## src/rtl/joypad_serializer_pkg.sv

```systemverilog
// Shared definitions for the NES joypad serializer: button bit positions,
// sequence lengths, Four Score signature bytes, FSM state type and the
// helper that assembles a port's serial sequence.
// Optional feature macro: JOYPAD_FOURSCORE_EN (four-player adapter mode).
package joypad_serializer_pkg;

    // Button bit positions inside each 8-bit button vector (active-high)
    localparam int BTN_A      = 0;
    localparam int BTN_B      = 1;
    localparam int BTN_SELECT = 2;
    localparam int BTN_START  = 3;
    localparam int BTN_UP     = 4;
    localparam int BTN_DOWN   = 5;
    localparam int BTN_LEFT   = 6;
    localparam int BTN_RIGHT  = 7;

    // Sequence lengths for the plain pad and the Four Score adapter
    localparam int SEQ_LEN_BASE      = 8;
    localparam int SEQ_LEN_FOURSCORE = 24;

    // Four Score signature bytes, shifted out LSB first after the pads
    localparam logic [7:0] SIG_P1 = 8'h10;
    localparam logic [7:0] SIG_P2 = 8'h20;

`ifdef JOYPAD_FOURSCORE_EN
    localparam int SEQ_LEN = SEQ_LEN_FOURSCORE;
`else
    localparam int SEQ_LEN = SEQ_LEN_BASE;
`endif

    // Per-port shifter state
    typedef enum logic [1:0] {
        ST_LOAD  = 2'd0,
        ST_SHIFT = 2'd1,
        ST_DONE  = 2'd2
    } shift_state_e;

`ifdef JOYPAD_FOURSCORE_EN
    // First pad in bits 7:0, second pad in 15:8, signature in 23:16
    function automatic logic [SEQ_LEN-1:0] build_seq(input logic [7:0] first_pad,
                                                     input logic [7:0] second_pad,
                                                     input logic [7:0] signature);
        return {signature, second_pad, first_pad};
    endfunction
`else
    // Single pad: the sequence is just the button byte
    function automatic logic [SEQ_LEN-1:0] build_seq(input logic [7:0] first_pad);
        return first_pad;
    endfunction
`endif

endpackage

```

## src/rtl/joypad_serializer_if.sv

```systemverilog
// CPU-side bus of the joypad serializer: strobe level, per-port read pulses,
// button inputs and the two serial data bits.
// Optional feature macro: JOYPAD_FOURSCORE_EN adds btn_p3/btn_p4.
interface joypad_serializer_if;

    logic       strobe;
    logic       rd_p1;
    logic       rd_p2;
    logic [7:0] btn_p1;
    logic [7:0] btn_p2;
`ifdef JOYPAD_FOURSCORE_EN
    logic [7:0] btn_p3;
    logic [7:0] btn_p4;
`endif
    logic       data_p1;
    logic       data_p2;

`ifdef JOYPAD_FOURSCORE_EN
    modport master (output strobe, rd_p1, rd_p2, btn_p1, btn_p2, btn_p3, btn_p4,
                    input  data_p1, data_p2);
    modport slave  (input  strobe, rd_p1, rd_p2, btn_p1, btn_p2, btn_p3, btn_p4,
                    output data_p1, data_p2);
`else
    modport master (output strobe, rd_p1, rd_p2, btn_p1, btn_p2,
                    input  data_p1, data_p2);
    modport slave  (input  strobe, rd_p1, rd_p2, btn_p1, btn_p2,
                    output data_p1, data_p2);
`endif

endinterface

```

## src/rtl/joypad_serializer_shifter.sv

```systemverilog
// One controller port: parallel-load shift register, saturating read counter
// and the registered serial data bit.
// The bit currently on data_o is held in data_q; sr_q holds the bits that
// follow it, so a read moves sr_q[0] to data_o and shifts FILL_BIT in at the top.
// A read in the clk where strobe has just fallen (strobe_q still 1) is
// treated as a read while strobe is high: nothing shifts and nothing reloads.
module joypad_shifter
    import joypad_serializer_pkg::*;
#(
    parameter int   SEQ_LEN  = 8,
    parameter logic FILL_BIT = 1'b1
) (
    input  logic               clk,
    input  logic               rst_n,
    input  logic               strobe_i,
    input  logic               rd_i,
    input  logic [SEQ_LEN-1:0] seq_i,
    output logic               data_o
);

    localparam int             CW      = $clog2(SEQ_LEN + 1);
    localparam logic [CW-1:0]  CNT_MAX = CW'(SEQ_LEN);

    shift_state_e       state_q;
    logic [SEQ_LEN-1:0] sr_q;
    logic [CW-1:0]      cnt_q;
    logic               data_q;
    logic               strobe_q;

    logic [SEQ_LEN-1:0] sr_shift_d;
    logic [CW-1:0]      cnt_inc_d;
    logic               last_read_d;

    // Next shift-register contents and counter value for an accepted read
    always_comb begin
        sr_shift_d  = {FILL_BIT, sr_q[SEQ_LEN-1:1]};
        cnt_inc_d   = cnt_q + CW'(1'b1);
        last_read_d = 1'b0;
        if (cnt_inc_d == CNT_MAX) begin
            last_read_d = 1'b1;
        end else begin
            last_read_d = 1'b0;
        end
    end

    // Port FSM: reload while strobe high, shift on reads, saturate in DONE
    always_ff @(posedge clk or negedge rst_n) begin
        if (!rst_n) begin
            state_q  <= ST_DONE;
            sr_q     <= '0;
            cnt_q    <= CNT_MAX;
            data_q   <= FILL_BIT;
            strobe_q <= 1'b0;
        end else begin
            strobe_q <= strobe_i;
            if (strobe_i) begin
                state_q <= ST_LOAD;
                sr_q    <= {FILL_BIT, seq_i[SEQ_LEN-1:1]};
                cnt_q   <= '0;
                data_q  <= seq_i[BTN_A];
            end else if (strobe_q) begin
                // Falling-strobe clk: keep the latched sequence, ignore reads
                state_q <= ST_SHIFT;
            end else if (rd_i) begin
                case (state_q)
                    ST_LOAD, ST_SHIFT: begin
                        sr_q  <= sr_shift_d;
                        cnt_q <= cnt_inc_d;
                        if (last_read_d) begin
                            state_q <= ST_DONE;
                            data_q  <= FILL_BIT;
                        end else begin
                            state_q <= ST_SHIFT;
                            data_q  <= sr_q[0];
                        end
                    end
                    ST_DONE: begin
                        data_q <= FILL_BIT;
                    end
                    default: begin
                        state_q <= ST_DONE;
                        cnt_q   <= CNT_MAX;
                        data_q  <= FILL_BIT;
                    end
                endcase
            end else begin
                state_q <= state_q;
            end
        end
    end

    assign data_o = data_q;

endmodule

```

## src/rtl/joypad_serializer.sv

```systemverilog
// NES joypad serializer top: builds each port's serial sequence from the
// button inputs and drives one joypad_shifter per port.
// Optional feature macro: JOYPAD_FOURSCORE_EN -- 24-bit sequences carrying a
// second pad and the Four Score signature byte on each port.
module joypad_serializer
    import joypad_serializer_pkg::*;
#(
    parameter logic FILL_BIT = 1'b1
) (
    input  logic                 clk,
    input  logic                 resetn,
    joypad_serializer_if.slave   bus
);

    logic [SEQ_LEN-1:0] seq_p1_s;
    logic [SEQ_LEN-1:0] seq_p2_s;
    logic               data_p1_s;
    logic               data_p2_s;

    // Assemble the parallel sequence presented to each port's shifter
    always_comb begin
`ifdef JOYPAD_FOURSCORE_EN
        seq_p1_s = build_seq(bus.btn_p1, bus.btn_p3, SIG_P1);
        seq_p2_s = build_seq(bus.btn_p2, bus.btn_p4, SIG_P2);
`else
        seq_p1_s = build_seq(bus.btn_p1);
        seq_p2_s = build_seq(bus.btn_p2);
`endif
    end

    joypad_shifter #(
        .SEQ_LEN  (SEQ_LEN),
        .FILL_BIT (FILL_BIT)
    ) u_port1 (
        .clk      (clk),
        .rst_n    (resetn),
        .strobe_i (bus.strobe),
        .rd_i     (bus.rd_p1),
        .seq_i    (seq_p1_s),
        .data_o   (data_p1_s)
    );

    joypad_shifter #(
        .SEQ_LEN  (SEQ_LEN),
        .FILL_BIT (FILL_BIT)
    ) u_port2 (
        .clk      (clk),
        .rst_n    (resetn),
        .strobe_i (bus.strobe),
        .rd_i     (bus.rd_p2),
        .seq_i    (seq_p2_s),
        .data_o   (data_p2_s)
    );

    assign bus.data_p1 = data_p1_s;
    assign bus.data_p2 = data_p2_s;

endmodule

```

## src/flat_wrapper.sv

```systemverilog
// flat-port wrapper written by rule: the top's interface ports become plain ports
module joypad_serializer_flat import joypad_serializer_pkg::*;
#(
    parameter logic FILL_BIT = 1'b1
)
  (clk, resetn, bus_strobe, bus_rd_p1, bus_rd_p2, bus_btn_p1, bus_btn_p2, bus_data_p1, bus_data_p2);
  joypad_serializer_if bus_i ();
  input  logic clk;
  input  logic resetn;
  input wire logic [$bits(bus_i.strobe)-1:0] bus_strobe;
  input wire logic [$bits(bus_i.rd_p1)-1:0] bus_rd_p1;
  input wire logic [$bits(bus_i.rd_p2)-1:0] bus_rd_p2;
  input wire logic [$bits(bus_i.btn_p1)-1:0] bus_btn_p1;
  input wire logic [$bits(bus_i.btn_p2)-1:0] bus_btn_p2;
  output wire logic [$bits(bus_i.data_p1)-1:0] bus_data_p1;
  output wire logic [$bits(bus_i.data_p2)-1:0] bus_data_p2;
  assign bus_i.strobe = bus_strobe;
  assign bus_i.rd_p1 = bus_rd_p1;
  assign bus_i.rd_p2 = bus_rd_p2;
  assign bus_i.btn_p1 = bus_btn_p1;
  assign bus_i.btn_p2 = bus_btn_p2;
  assign bus_data_p1 = bus_i.data_p1;
  assign bus_data_p2 = bus_i.data_p2;
  joypad_serializer #(.FILL_BIT(FILL_BIT)) u_core (.clk(clk), .resetn(resetn), .bus(bus_i));
endmodule
```

## config.mk

```make
export PLATFORM = sky130hd
export DESIGN_NAME = joypad_serializer_flat
export DESIGN_NICKNAME = d
export VERILOG_FILES = /design/src/rtl/joypad_serializer_pkg.sv /design/src/rtl/joypad_serializer_if.sv /design/src/rtl/joypad_serializer_shifter.sv /design/src/rtl/joypad_serializer.sv /design/src/flat_wrapper.sv
export SDC_FILE = /design/constraint.sdc
export NUM_CORES = 1
export LEC_CHECK = 0
export CORE_MARGIN = 2
export CORE_UTILIZATION = 54
export DETAILED_ROUTE_END_ITERATION = 16
export GPL_ROUTABILITY_DRIVEN = 0
export PLACE_DENSITY = 0.75
export SLEW_MARGIN = 10
export SYNTH_ARGS = -nofsm -noshare
export SYNTH_HDL_FRONTEND = slang
export SYNTH_SLANG_ARGS = --single-unit
```

## constraint.sdc

```tcl
create_clock -name clk -period 1.92 [get_ports clk]
set_clock_uncertainty 0.2 [all_clocks]
set_input_delay 0.192 -clock clk [delete_from_list [all_inputs] [get_ports clk]]
set_output_delay 0.192 -clock clk [all_outputs]
set_load 0.03 [all_outputs]
```

==> results.yml <==
timing:
  final.setup.tns_ps: 0
  maxSlewViolCount: 0
  final.min_clock_period_ps: 1670
  worstMarginPinSlew_ps: 473
  hold_viol: 0
  rsz0062_at_grt: "no"
  slew_headroom: 0.685
  post-route-period-util: 0.872
  setup_viol: 0
  timing.fmax_ghz: 0.598
drt:
  firstDrtPassIters: 4
  drt-total-wl_um: 3180
  vias: 1223
  ant_nets: 0
  drc: 0
  vias_per_cell: 5.85
  wl_per_cell_um: 15.2
  drtIter0Drc: 77
power_and_ir_drop:
  power.leakage_uw: 0.000829
  power_density_nw_per_um2: 711
  vdd_drop_max_mv: 0.491
global_route:
  overflow: 0
  grt_pass1_wl_um: 5630
  grt_pass1_vias: 1186
  grt_max_degree: 32
  antenna_found_initial: 0
  track_usage: 0.219
setup_path:
  criticalPathCategory: "register to register"
  cp_top_family: "flip-flops"
  start_kind: "register"
  r2r_start: "u_core.u_port1.strobe_q"
  cp.arrival_ps: 1690
  critPathSlowestCell: "dfrtp_1"
  worstSetupStartpoint: "u_core.u_port1.strobe_q"
  path_max_fanout: 13
  slowest_delay_ps: 640
  worstPathCellList: "nor3b_4, nor2_4, mux2_4"
  cp.required_ps: 1940
  crit_buf_inv: 0
  cp-end-kind: "register"
yosys:
  syn_area_per_cell_um2: 11.2
  yosysSeqAreaShare: 0.477
  synth_fp_nets: 170
  synth-adder-area-share: 0.0153
  synth_top_family_by_area: "simple AND/OR/NAND/NOR gates"
  async_flop_share: 1.00
  synthSimpleGateAreaFrac: 0.175
  ys.flop_type: "dfrtp_1"
  synth_xor_area_frac: 0
  synth_mux_area_frac: 0.169
  netlist_area_um2: 1640
  synth_edf_count: 0
  yosys_register_bits: 31
  synth.distinct_cells: 42
  synthCells: 147
  synth_compound_area_frac: 0.139
  ys_warn_count: 0
clock_network:
  cts_setup_buffers: 0
  h-tree-depth: 2
  cts_tree: "yes"
  post_cts_resized: 2
  clockBufferDepth: 2
  cts_root_buffer: "clkbuf_4"
  cts_buffers: 5
  cts_hold_buf: 0
  cts_sinks: 31
  path_clk_slew_ps: 100
  clk_latency_ps: 330
job:
  cap_violations: 0
status:
  outcome: "complete, no violations"
finish:
  layout-drive-gt1-share: 0.225
  n_antenna_cell: 0
  design_area_um2: 2000
  area.growth.synth_to_final_pct: 21.8
  fin_nets: 200
  finish.utilization: 0.706
die:
  die_h_um: 59.1
  rows: 19
  core_area_um2: 2830
  design.die.area_um2: 3490
  die_x_um: 59.1
  pin_count: 23
  initial_core_util: 0.580
placed_design:
  port_buffers: 22
  hpwl_um: 2280
  place_area_um2: 1930
hold_path:
  hold_class: "input pin to async pin"
-- metrics by stage --
step	hold WS [ps]	power, µW	std cells	worst slack [ps]
4_1_cts	33.9	1440	209	241
6_report	35.8	1420	209	247
5_1_grt	74.9	1490	209	168
2_1_floorplan	-304	896	147	428
3_3_place_gp	256	990	201	113
3_5_place_dp	265	1000	201	75.8
-- cells in the mapped netlist, drive strengths merged (3+ instances only) --
master / n / area share
nor2b: 4 / 0.015
nand3b: 4 / 0.018
mux2: 16 / 0.13
dfrtp: 25 / 0.38
dfstp: 6 / 0.096
nand2: 12 / 0.027
nor2: 6 / 0.020
mux2i: 7 / 0.043
o21ai: 15 / 0.046
a21oi: 7 / 0.021
buf: 4 / 0.015
nor3b: 3 / 0.021
nand2b: 4 / 0.015
-- metal layers --
metal / vias up / routed length, µm / global-route usage
met5: - / 0 / 0
met4: 0 / 53 / 0.0942
li1: 600 / - / -
met1: 592 / 1520 / 0.304
met3: 7 / 110 / 0.0655
met2: 24 / 1490 / 0.321
-- cells by family after synthesis --
| group | count (synthesis) |
|---|---|
| compound gates | 36 |
| fa+ha+maj | 2 |
| buf+inv | 8 |
| flops | 31 |
| mux | 23 |
| simple gates | 47 |
-- registers in the layout, summed over array words and instances, names as in the netlist --
register                 count
u_core.u_port1.cnt_q         4
u_core.u_port1.data_o        1
u_core.u_port1.sr_q          8
u_core.u_port1.state_q       2
u_core.u_port1.strobe_q      1
u_core.u_port2.cnt_q         4
u_core.u_port2.data_o        1
u_core.u_port2.sr_q          8
u_core.u_port2.state_q       2
-- final cells by class --
cell class / count / area (µm²)
tap: 31 / 38.8
fill: 213 / 831
multi-input combinational: 108 / 817
inverter: 2 / 7.51
sequential: 31 / 783
timing repair buffer: 29 / 283
clock buffer: 8 / 68.8
-- report_power, final --
group	switching, µW	leakage, µW	internal [µW]	total (µW)
Clock	220	0.0000386	215	436
Combinational	95.3	0.000428	141	236
Sequential	38.7	0.000362	710	748
-- cell usage in the layout, fill, tap and decap left out, types with 4 or more instances in the layout --
master / count
mux2_4: 7
nand3b_1: 4
nand2_1: 12
mux2i_1: 7
o21ai_1: 8
nor2b_1: 4
o21ai_0: 7
clkdlybuf4s50_1: 20
dfrtp_1: 25
nor2_1: 4
dfstp_2: 6
mux2_2: 9
a21oi_1: 7
nand2b_1: 4
clkbuf_4: 5
buf_4: 6
-- path summary, 6_finish.rpt --
kind                       cells after the start                       to  slack [ps]
max reg2reg                                    3   u_core.u_port1.sr_q[4]         250
max in group asynchronous                      2    u_core.u_port2.data_o        1160
max                                            3   u_core.u_port1.sr_q[4]         250
min reg2reg                                    1   u_core.u_port2.sr_q[7]         280
min in group clk                               3   u_core.u_port2.sr_q[4]         200
min                                            2  u_core.u_port1.cnt_q[1]          40
No activity file was read; power rests on OpenSTA's default activity.
